--- src/rtl/axi_stream_packet_arbiter_pkg.sv ---
// Shared types and the round-robin selection function for the packet arbiter.
// rr_pick scans a zero-extended request vector starting just after ptr.
package axi_stream_arb_pkg;

   typedef enum logic {ARB_IDLE, ARB_LOCKED} arb_state_t;

   localparam int RR_MAX_IN = 32;
   localparam int RR_IDX_W  = 5;

   // Scan from the farthest candidate to the nearest so that the closest
   // request after ptr is the last one written and therefore wins.
   function automatic int rr_pick(input logic [RR_MAX_IN-1:0] req,
                                  input int ptr,
                                  input int num_in);
      int idx;
      rr_pick = 0;
      for (int k = RR_MAX_IN; k >= 1; k--) begin
         if (k <= num_in) begin
            idx = (ptr + k) % num_in;
            if (req[idx[RR_IDX_W-1:0]]) begin
               rr_pick = idx;
            end
         end
      end
   endfunction

endpackage

--- src/rtl/axi_stream_packet_arbiter_rr_picker.sv ---
// Combinational round-robin priority select: first request after ptr, wrapping.
// gnt_any qualifies gnt_idx; gnt_idx is 0 when nothing is requested.
module rr_picker
   import axi_stream_arb_pkg::*;
#(
   parameter int NUM_IN   = 4,
   parameter int ID_WIDTH = 2
) (
   input  logic [NUM_IN-1:0]   req,
   input  logic [ID_WIDTH-1:0] ptr,
   output logic [ID_WIDTH-1:0] gnt_idx,
   output logic                gnt_any
);

   logic [RR_MAX_IN-1:0] req_ext;

   always_comb begin
      req_ext = RR_MAX_IN'(req);
      gnt_idx = ID_WIDTH'(rr_pick(req_ext, int'(ptr), NUM_IN));
      gnt_any = |req;
   end

endmodule

--- src/rtl/axi_stream_packet_arbiter.sv ---
// Round-robin, packet-locked AXI-stream arbiter with one registered output stage.
// The granted input owns the output until its last beat; out_id tags each beat's source.
module axi_stream_packet_arbiter
   import axi_stream_arb_pkg::*;
#(
   parameter int NUM_IN      = 4,
   parameter int DATA_WIDTH  = 32,
   parameter int PARALLELISM = 4,
   parameter int ID_WIDTH    = (NUM_IN > 1) ? $clog2(NUM_IN) : 1
) (
   input  logic                          clk,
   input  logic                          rst,
   input  logic [NUM_IN*DATA_WIDTH-1:0]  in_data,
   input  logic [NUM_IN-1:0]             in_last,
   input  logic [NUM_IN*PARALLELISM-1:0] in_mask,
   input  logic [NUM_IN-1:0]             in_valid,
   output logic [NUM_IN-1:0]             in_ready,
   output logic [DATA_WIDTH-1:0]         out_data,
   output logic                          out_last,
   output logic [PARALLELISM-1:0]        out_mask,
   output logic [ID_WIDTH-1:0]           out_id,
   output logic                          out_valid,
   input  logic                          out_ready,
   output logic                          busy
);

   arb_state_t                state_q, state_d;
   logic [ID_WIDTH-1:0]       grant_q, grant_d;
   logic [ID_WIDTH-1:0]       rr_ptr_q, rr_ptr_d;
   logic                      out_valid_q, out_valid_d;
   logic [DATA_WIDTH-1:0]     out_data_q, out_data_d;
   logic                      out_last_q, out_last_d;
   logic [PARALLELISM-1:0]    out_mask_q, out_mask_d;
   logic [ID_WIDTH-1:0]       out_id_q, out_id_d;

   logic [ID_WIDTH-1:0]       pick_idx;
   logic                      pick_any;
   logic                      can_load;
   logic                      accept;
   logic                      sel_valid;
   logic                      sel_last;
   logic [DATA_WIDTH-1:0]     sel_data;
   logic [PARALLELISM-1:0]    sel_mask;

   rr_picker #(
      .NUM_IN   (NUM_IN),
      .ID_WIDTH (ID_WIDTH)
   ) u_picker (
      .req     (in_valid),
      .ptr     (rr_ptr_q),
      .gnt_idx (pick_idx),
      .gnt_any (pick_any)
   );

   // The output slot can take a beat when empty or being drained this cycle.
   assign can_load = !out_valid_q || out_ready;

   genvar gi;
   generate
      for (gi = 0; gi < NUM_IN; gi++) begin : g_ready
         assign in_ready[gi] = (state_q == ARB_LOCKED) && (grant_q == ID_WIDTH'(gi)) && can_load;
      end
   endgenerate

   always_comb begin
      sel_valid = 1'b0;
      sel_last  = 1'b0;
      sel_data  = '0;
      sel_mask  = '0;
      for (int i = 0; i < NUM_IN; i++) begin
         if (grant_q == ID_WIDTH'(i)) begin
            sel_valid = in_valid[i];
            sel_last  = in_last[i];
            sel_data  = in_data[i*DATA_WIDTH +: DATA_WIDTH];
            sel_mask  = in_mask[i*PARALLELISM +: PARALLELISM];
         end
      end
      accept = (state_q == ARB_LOCKED) && can_load && sel_valid;
   end

   always_comb begin
      state_d     = state_q;
      grant_d     = grant_q;
      rr_ptr_d    = rr_ptr_q;
      out_valid_d = out_valid_q;
      out_data_d  = out_data_q;
      out_last_d  = out_last_q;
      out_mask_d  = out_mask_q;
      out_id_d    = out_id_q;

      case (state_q)
         ARB_IDLE: begin
            if (pick_any) begin
               grant_d = pick_idx;
               state_d = ARB_LOCKED;
            end
         end
         ARB_LOCKED: begin
            if (accept && sel_last) begin
               state_d  = ARB_IDLE;
               rr_ptr_d = grant_q;
            end
         end
         default: state_d = ARB_IDLE;
      endcase

      if (accept) begin
         out_valid_d = 1'b1;
         out_data_d  = sel_data;
         out_last_d  = sel_last;
         out_mask_d  = sel_mask;
         out_id_d    = grant_q;
      end else if (out_ready) begin
         out_valid_d = 1'b0;
      end
   end

   always_ff @(posedge clk) begin
      if (rst) begin
         state_q     <= ARB_IDLE;
         grant_q     <= '0;
         rr_ptr_q    <= ID_WIDTH'(NUM_IN - 1);
         out_valid_q <= 1'b0;
         out_data_q  <= '0;
         out_last_q  <= 1'b0;
         out_mask_q  <= '0;
         out_id_q    <= '0;
      end else begin
         state_q     <= state_d;
         grant_q     <= grant_d;
         rr_ptr_q    <= rr_ptr_d;
         out_valid_q <= out_valid_d;
         out_data_q  <= out_data_d;
         out_last_q  <= out_last_d;
         out_mask_q  <= out_mask_d;
         out_id_q    <= out_id_d;
      end
   end

   assign out_valid = out_valid_q;
   assign out_data  = out_data_q;
   assign out_last  = out_last_q;
   assign out_mask  = out_mask_q;
   assign out_id    = out_id_q;
   assign busy      = (state_q == ARB_LOCKED);

endmodule
--- config.mk ---
export PLATFORM = sky130hd
export DESIGN_NAME = axi_stream_packet_arbiter
export DESIGN_NICKNAME = d
export VERILOG_FILES = /design/src/rtl/axi_stream_packet_arbiter_pkg.sv /design/src/rtl/axi_stream_packet_arbiter_rr_picker.sv /design/src/rtl/axi_stream_packet_arbiter.sv
export SDC_FILE = /design/constraint.sdc
export NUM_CORES = 1
export LEC_CHECK = 0
export BUFFER_PORTS_ARGS = -buffer_cell sky130_fd_sc_hd__buf_2
export CORE_MARGIN = 5
export CORE_UTILIZATION = 40
export DETAILED_ROUTE_END_ITERATION = 8
export PLACE_DENSITY_LB_ADDON = 0.25
export SLEW_MARGIN = 20
export SYNTH_ARGS = -nofsm -noshare
export SYNTH_HDL_FRONTEND = slang
export SYNTH_SLANG_ARGS = --single-unit
--- constraint.sdc ---
create_clock -name clk -period 2.4 [get_ports clk]
set_clock_uncertainty 0.1 [all_clocks]
set_input_delay 0.12 -clock clk [delete_from_list [all_inputs] [get_ports clk]]
set_output_delay 0.12 -clock clk [all_outputs]
set_load 0.02 [all_outputs]
# Word level (Yosys, flattened, before mapping)
# Index checks and enable logic that the tools add are counted.
op_classes:
  reduce_logical: 22
  n_eq_ne: 3
  n_bitwise: 5
  n_addsub: 4
  order_cmp: 4
  mux: 33
op_table:
  columns: ["cell", "count"]
  rows:
  - ["$mux W32", 4]
  - ["$lt A5 B6 Y1 const B", 4]
  - ["$mux W1", 16]
  - ["$mux W4", 4]
  - ["$bmux W1 S3", 4]
  - ["$logic_and A1 B1 Y1", 11]
  - ["$mux W2", 4]
  - ["$reduce_or A2 Y1", 4]
  - ["$add A2 B1 Y2 const B", 2]
  - ["$add A2 B2 Y2 const B", 2]
  - ["$and A1 B1 Y1 const A", 4]
  - ["$eq A2 B2 Y1 const B", 2]
  - ["$reduce_and A2 Y1", 2]
  - ["$reduce_or A4 Y1", 1]
  - ["$eq A2 B1 Y1 const B", 1]
  - ["$logic_not A2 Y1", 1]
  - ["$pmux W1 S2", 1]
  - ["$reduce_bool A2 Y1", 1]
  - ["$logic_not A1 Y1", 1]
  - ["$logic_or A1 B1 Y1", 1]
  - ["$not A1 Y1", 1]
word_totals:
  register_bits: 45
  output_inout_bits: 45
  inputBits: 155
  word_cells: 79

# Longest topological paths before layout
# Gate-level depths: netlist of the first run.
depth:
  word_depth: 9
  mapped_depth: 7

# Hierarchy
# Synthesis of the first run repeated with hierarchy kept, for this count alone.
hier_totals:
  hier_cells: 318
  area_unflattened_um2: 3168.0
by_module_without_submodules:
  columns: ["module", "cells_each", "area_per_inst_um2", "seq_area_each_um2", "n_inst"]
  rows:
  - ["axi_stream_packet_arbiter", 304, 3076.7, 900.9, 1]
  - ["rr_picker", 14, 91.3, 0.0, 1]

# Least setup slack after synthesis of the first run
# OpenSTA, ideal clock, no wires.
synth_path:
  path_kind: "reg2reg"
  from: "reg grant_q[0]"
  to: "reg rr_ptr_q[0]"
  slack_ns: 0.647
  path_buffers: 2
  arrival_time_ns: 1.531
  path_stages_with_launch: 6
  t_required_ns: 2.178
  cell_sequence: "dfxtp_1 > buf_6 > mux4_2 > and3_4 > buf_6 > a221o_1"
synth_via:
  elab_chain_len: 8
  word_cells_on_any_way: 15
synth_rtl:
  columns: ["item", "line_no", "rtl"]
  rows:
  - ["start, declared", "axi_stream_packet_arbiter.sv:28", "logic [ID_WIDTH-1:0] grant_q, grant_d;"]
  - ["start signal, assigned", "axi_stream_packet_arbiter.sv:130", "grant_q <= grant_d;"]
  - ["$logic_not A2 Y1", "axi_stream_packet_arbiter.sv:71", "if (grant_q == ID_WIDTH'(i)) begin"]
  - ["$mux W1 (4 in a row)", "axi_stream_packet_arbiter.sv:71", null]
  - ["$logic_and A1 B1 Y1", "axi_stream_packet_arbiter.sv:78", "accept = (state_q == ARB_LOCKED) && can_load && sel_valid;"]
  - ["$logic_and A1 B1 Y1", "axi_stream_packet_arbiter.sv:99", "if (accept && sel_last) begin"]
  - ["$reduce_and A2 Y1 (no line)", null, null]
  - ["end signal, assigned", "axi_stream_packet_arbiter.sv:122", "rr_ptr_q <= ID_WIDTH'(NUM_IN - 1);"]
  - ["end signal, assigned", "axi_stream_packet_arbiter.sv:131", "rr_ptr_q <= rr_ptr_d;"]
  - ["end, declared", "axi_stream_packet_arbiter.sv:29", "logic [ID_WIDTH-1:0] rr_ptr_q, rr_ptr_d;"]
# Several ways; a longest one is shown, not always the timed one.
# A chain may end at the register's enable or synchronous reset.

# Worst setup path in the final report of the first run
layout_path:
  from: "reg grant_q[0]"
  to: "reg rr_ptr_q[1]"
layout_via:
  elab_chain_len: 8
  word_cells_on_any_way: 15
layout_rtl:
  columns: ["item", "line_no"]
  rows:
  - ["$logic_not A2 Y1", "axi_stream_packet_arbiter.sv:71"]
  - ["$mux W1 (4 in a row)", "axi_stream_packet_arbiter.sv:71"]
  - ["$logic_and A1 B1 Y1", "axi_stream_packet_arbiter.sv:78"]
  - ["$logic_and A1 B1 Y1 (*)", "axi_stream_packet_arbiter.sv:99"]
  - ["$reduce_and A2 Y1 (no line) (*)", null]
# Mark *: on every way between the ends. The rest lies on a longest branch, timed or not.

==> results of run 1 <==
[metal layers]
| layer | wire length [um] | up-vias | track usage [%] | part of all wire (%) |
|---|---|---|---|---|
| met3 | 945 | 6 | 6.75 | 12 |
| li1 | - | 1334 | - | - |
| met4 | 81 | 0 | 4.59 | 1.0 |
| met1 | 3040 | 1265 | 22.9 | 37 |
| met5 | 0 | - | 0 | 0 |
| met2 | 4060 | 153 | 33.5 | 50 |
[where the power goes]
group          total [mW]  internal (mW)  leakage [nW]  switching (mW)
Clock               0.465          0.229        0.0443           0.237
Combinational       0.666          0.334          1.29           0.332
Sequential          0.844          0.809         0.368          0.0350
[worst max-delay path: stages, from the launching register on]
cell	delay, ns
dfxtp_2	0.35
mux4_2	0.35
and3_4	0.46
o21ai_0	0.28
a211o_1	0.34
[final timing paths]
kind                                      to         start  slack [ns]
worst max register to register   rr_ptr_q[1]    grant_q[0]        0.42
worst min-delay path              grant_q[0]   in_valid[0]        0.08
worst min register to register  out_data[19]  out_data[19]        0.35
worst max-delay path             rr_ptr_q[1]    grant_q[0]        0.42
[state kept, by name, summed over array words and instances, names as in the netlist]
register	cells
out_data	32
out_mask	4
grant_q	2
out_id	2
rr_ptr_q	2
busy	1
out_last	1
out_valid	1
[cell type report]
type / count / area [um^2] / share of cell area (%)
multi-input cells: 192 / 1580 / 42.4
repair buffers: 204 / 1050 / 28.1
flip-flops and latches: 45 / 903 / 24.3
well taps: 77 / 96.3 / 2.59
clock buffers: 7 / 86.3 / 2.32
inverters: 3 / 11.3 / 0.303
[Yosys cell counts (all sizes together)]
cell type / count
o21ai: 4
mux2i: 5
nand3: 2
and3: 1
o22a: 1
a2bb2oi: 1
nand2b: 3
nor3: 3
dfxtp: 45
and2: 1
or4: 1
nor2b: 1
a311oi: 1
clkbuf: 8
a21o: 1
nor2: 7
nor4: 1
a221o: 1
nand2: 77
buf: 15
inv: 3
a211o: 1
a21oi: 42
mux4: 37
a21boi: 1
[per-stage QoR]
step / worst slack (ns) / hold WS (ns) / util [%] / cell area, um^2 / instances
finish: 0.417 / 0.0752 / 58.6 / 3720 / 528
global route: 0.287 / 0.0716 / 58.6 / 3720 / 528
CTS: 0.394 / 0.0596 / 58.6 / 3720 / 528
detailed placement: 0.409 / 0.345 / 57.2 / 3630 / 521
global placement: 0.452 / 0.339 / 57.2 / 3630 / 521
floorplan: 0.647 / 0.203 / - / 2600 / 263
[logic make-up after synthesis]
| kind of cell | share of synthesized area [%] |
|---|---|
| AO/OA/AOI/OAI | 11.2 |
| flip-flops | 34.7 |
| buffers and inverters | 4.87 |
| AND/OR/NAND/NOR | 15.3 |
| multiplexers | 34.0 |
==> results.tsv, run 1 <==
stage	metric	value	unit
power_and_ir_drop	static leakage	1.70	nW
clock_tree	CTS tree	built	
global_routing	first-pass GRT wire length	13200	um
setup_path	crit path launch type	flip-flop	
global_routing	number of global-route vias before repair	2776	
hold_path	Hold Path Depth	3	
yosys	register area share after synthesis	34.7	%
floorplanning	Initial Util	40.9	%
setup_path	Req. time, crit path	2.48	ns
timing	final setup violation count	0	
layout	P&R area growth vs syn	43.2	%
timing	max-slew violation count	0	
clock_tree	clock sink count	45	
yosys	Post-Syn Area	0.00260	mm^2
clock_tree	CTS resizes	0	
timing	TNS Setup	0	ns
timing	period utilization	82.6	%
timing	RSZ-0062 raised after global routing	no	
layout	fraction of layout cells with a size suffix above 1	55.7	%
power_and_ir_drop	total chip power	1.98	mW
drt	Routed WL	8130	um
layout	most common cell after layout, fill and taps aside	buf_2	
global_routing	All-Layer GR Usage	19.4	%
job	Max Cap Violations	0	
run_status	status	completed	
power_and_ir_drop	Pwr Density	531	mW/mm^2
drt	DR vias	2758	
yosys	top-area cell type share of the netlist area	34.7	%
drt	# DRC	0	
yosys	Mean Syn Cell Area	9.88	um^2
global_routing	initial antenna violation count	0	
clock_tree	CTS Buf Count	5	
setup_path	CP endpoint kind	flip-flop	
timing	max frequency	0.504	GHz
floorplanning	Row Count	29	
drt	DR vias/cell	5.22	
timing	max_slew headroom	63.5	%
timing	final-report hold violation count	0	
clock_tree	clk buf depth	2	
setup_path	WP data arrival	2.06	ns
clock_tree	Post-CTS Setup Bufs	0	
clock_tree	H-tree depth	2	
floorplanning	Core Area	0.00635	mm^2
hold_path	hold crit path type	in2reg	
floorplanning	IO Count	200	
yosys	syn nets	418	
yosys	Yosys reg bits	45	
timing	Slew @ Worst Pin	0.547	ns
placement	post-DP HPWL	6530	um
timing	minimum clock period	1.98	ns
global_routing	grt ovf	0	
setup_path	worst-path maximum fanout	39	
setup_path	R2R depth	4	
floorplanning	Die Y	90.6	um
global_routing	largest net degree at the start of global routing	45	
yosys	warnings from Yosys	0	
yosys	dominant cell type by area after synthesis	dfxtp_1	
clock_tree	Clock Latency Late Sink	0.29	ns
clock_tree	clk root buf	clkbuf_8	
drt	Initial DRC Count	101	
placement	port bufs	199	
drt	DRT antenna net count	0	
clock_tree	clk slew on worst S/H paths	0.08	ns
floorplanning	die footprint	0.00821	mm^2
yosys	largest cells by area after synthesis	dfxtp_1 35%, mux4_2 32%, nand2_1 11%	
drt	DR WL/cell	15.4	um
floorplanning	width of the die	90.6	um
power_and_ir_drop	VDD IR max	0.000256	V
layout	Filler Cell Count	590	
yosys	library cells used by synthesis	27	
layout	layout net count	606	
placement	GP Congestion	0.828	
layout	antenna fix cells	0	
yosys	Cells after Synth	263	
clock_tree	cts hold-fix bufs	0	
drt	TritonRoute pass-1 iters	4	
setup_path	Crit Path Class	reg2reg	
layout	most frequent cells in the layout	199 x buf_2, 77 x nand2_1, 43 x dfxtp_1, 42 x a21oi_1, 37 x mux4_2	
Power figures use the tool's default switching activity.
==> inputs of run 2 (changes only) <==
- CORE_UTILIZATION: 40 -> 36
- clock period: 2.4 -> 1.7 ns (I/O delays scaled with it)
==> run 2 against run 1 <==
Wire length rose by 4.6%. Count of clock-buffer cells in the layout did not move. Final cell count up 5.3%. Combinational power is 49% higher. Register-to-register slack lost 0.37 ns. Critical path type unchanged. Highest routed layer unchanged.
==> results.tsv, run 2 (synthesis results as in run 1) <==
stage	metric	value	unit	change
timing	Hold WS	0.0365	ns	was 0.0752 ns
drt	DR WL/cell	15.3	um	was 15.4 um
setup_path	worst setup path startpoint	grant_q[0]		unchanged
timing	final setup violation count	0		unchanged
setup_path	Crit Path Class	reg2reg		unchanged
placement	GP Congestion	0.779		was 0.828
clock_tree	CTS tree	built		unchanged
setup_path	Req. time, crit path	1.76	ns	was 2.48 ns
placement	Placement Cell Area	0.00372	mm^2	was 0.00363 mm^2
timing	minimum clock period	1.65	ns	was 1.98 ns
setup_path	worst-path maximum fanout	22		was 39
layout	antenna fix cells	0		unchanged
timing	final-report hold violation count	0		unchanged
timing	Final WS setup	0.0484	ns	was 0.417 ns
timing	max-slew violation count	0		unchanged
job	Max Cap Violations	0		unchanged
floorplanning	Row Count	31		was 29
setup_path	reg2reg end	out_data[11]		was rr_ptr_q[1]
drt	Routed WL	8500	um	was 8130 um
floorplanning	Die Y	94.9	um	was 90.6 um
global_routing	grt ovf	0		unchanged
run_status	status	completed		unchanged
floorplanning	IO Count	200		unchanged
floorplanning	Core Area	0.00714	mm^2	was 0.00635 mm^2
layout	register area	908	um^2	was 903 um^2
setup_path	FF-to-FF Start	grant_q[0]		unchanged
global_routing	All-Layer GR Usage	17.1	%	was 19.4%
placement	Place WS	-0.0189	ns	was 0.409 ns
setup_path	crit path launch type	flip-flop		unchanged
placement	post-DP HPWL	6970	um	was 6530 um
hold_path	hold crit path type	in2reg		unchanged
clock_tree	clk buf depth	2		unchanged
clock_tree	Post-CTS Setup Bufs	0		unchanged
clock_tree	H-tree depth	2		unchanged
clock_tree	clock sink count	45		unchanged
timing	max frequency	0.605	GHz	was 0.504 GHz
floorplanning	width of the die	94.9	um	was 90.6 um
setup_path	reg2reg setup slack	0.05	ns	was 0.42 ns
layout	Filler Cell Count	704		was 590
drt	DR vias/cell	5.00		was 5.22
drt	Initial DRC Count	95		was 101
drt	TritonRoute pass-1 iters	4		unchanged
layout	layout net count	611		was 606
setup_path	crit path capture	out_data[11]		was rr_ptr_q[1]
hold_path	Min-Delay Startpoint	in_valid[0]		unchanged
drt	# DRC	0		unchanged
placement	port bufs	199		unchanged
timing	RSZ-0062 raised after global routing	yes		was no
timing	Slew @ Worst Pin	0.528	ns	was 0.547 ns
clock_tree	Clock Latency Late Sink	0.29	ns	about the same
global_routing	largest net degree at the start of global routing	27		was 45
clock_tree	CTS Buf Count	5		unchanged
floorplanning	Initial Util	36.4	%	was 40.9%
layout	area occupied by multi-input gates	0.00158	mm^2	about the same
hold_path	Hold Path Depth	3		unchanged
power_and_ir_drop	static leakage	1.77	nW	was 1.70 nW
setup_path	R2R depth	5		was 4
timing	max_slew headroom	64.5	%	was 63.5%
layout	most common cell after layout, fill and taps aside	buf_2		unchanged
layout	P&R area growth vs syn	49.5	%	was 43.2%
layout	Layout Cells excl Fill	556		was 528
power_and_ir_drop	VDD IR max	0.000346	V	was 0.000256 V
power_and_ir_drop	Pwr Density	777	mW/mm^2	was 531 mW/mm^2
layout	max reg flops	32		unchanged
layout	most frequent cells in the layout	199 x buf_2, 76 x nand2_1, 43 x dfxtp_1, 42 x a21oi_1, 37 x mux4_2		was 199 x buf_2, 77 x nand2_1, 43 x dfxtp_1, 42 x a21oi_1, 37 x mux4_2
clock_tree	clk root buf	clkbuf_8		unchanged
setup_path	CP endpoint kind	flip-flop		unchanged
global_routing	first-pass GRT wire length	12300	um	was 13200 um
placement	DP Cell Count	548		was 521
drt	DR vias	2780		was 2758
setup_path	WP data arrival	1.71	ns	was 2.06 ns
layout	cell area after layout	0.00388	mm^2	was 0.00372 mm^2
timing	period utilization	97.2	%	was 82.6%
layout	fraction of layout cells with a size suffix above 1	56.7	%	was 55.7%
clock_tree	clk slew on worst S/H paths	0.08	ns	about the same
global_routing	number of global-route vias before repair	2688		was 2776
global_routing	initial antenna violation count	0		unchanged
floorplanning	die footprint	0.00901	mm^2	was 0.00821 mm^2
drt	DRT antenna net count	0		unchanged
==> run 2: changes by cell type in the layout (fill, tap and decap cells not counted) <==
| cell | change |
|---|---|
| buf_12 | +4 |
| buf_6 | +2 |
| dfxtp_2 | -2 |
| dfxtp_4 | +2 |
| buf_4 | -1 |
| bufinv_16 | +1 |
| nand2_1 | -1 |
| nand2_2 | +1 |
| o21ai_0 | -1 |
| o21ai_2 | +1 |
==> run 2: critical path, stage by stage, from the launching register on <==
cell	delay, ns
dfxtp_4	0.38
mux4_2	0.52
and3_4	0.23
buf_12	0.16
nand2_1	0.06
a21oi_1	0.06
==> run 2: worst min path at each step <==
| stage | to |
|---|---|
| 2_1_floorplan | grant_q[0] |
| 3_3_place_gp | grant_q[0] |
| 3_5_place_dp | grant_q[0] |
| 4_1_cts | grant_q[0] |
| 5_1_grt | grant_q[0] |
| 6_report | grant_q[0] |
==> run 2: repair_timing <==
action | 4_1_cts | 5_1_grt
hold buffers | 0 | 0
endpoints found under the hold margin | 0 | 0
setup endpoints to repair | 16 | 36
resized for setup | 1 | 12
==> run 2: layer usage <==
metal	track usage (%)	share of wire, %
met5	0	0
met4	4.33	1.2
met3	5.26	10
met2	30.4	49
met1	20.1	39
==> run 2: layout make-up <==
| class | instances | share of cell area, % |
|---|---|---|
| multi-input combinational | 192 | 40.7 |
| timing repair buffer | 209 | 29.4 |
| sequential | 45 | 23.4 |
| tap | 99 | 3.19 |
| clock buffer | 7 | 2.22 |
| clock inverter | 1 | 0.773 |
| inverter | 3 | 0.290 |
==> run 2: stage by stage <==
| step | setup TNS [ns] | power, mW | utilization, % |
|---|---|---|---|
| finish | 0 | 3.02 | 54.4 |
| global route | -0.0629 | 3.19 | 54.4 |
| CTS | -0.0857 | 3.04 | 53.8 |
| detailed placement | -0.0427 | 2.20 | 52.2 |
| global placement | 0 | 2.19 | 52.2 |
| floorplan | -0.547 | 1.82 | - |
==> run 2: where the power goes <==
group	total, mW	switching, mW	internal [mW]
clock network	0.828	0.349	0.479
logic	0.991	0.477	0.514
registers	1.20	0.0557	1.14
total	3.02	0.881	2.13
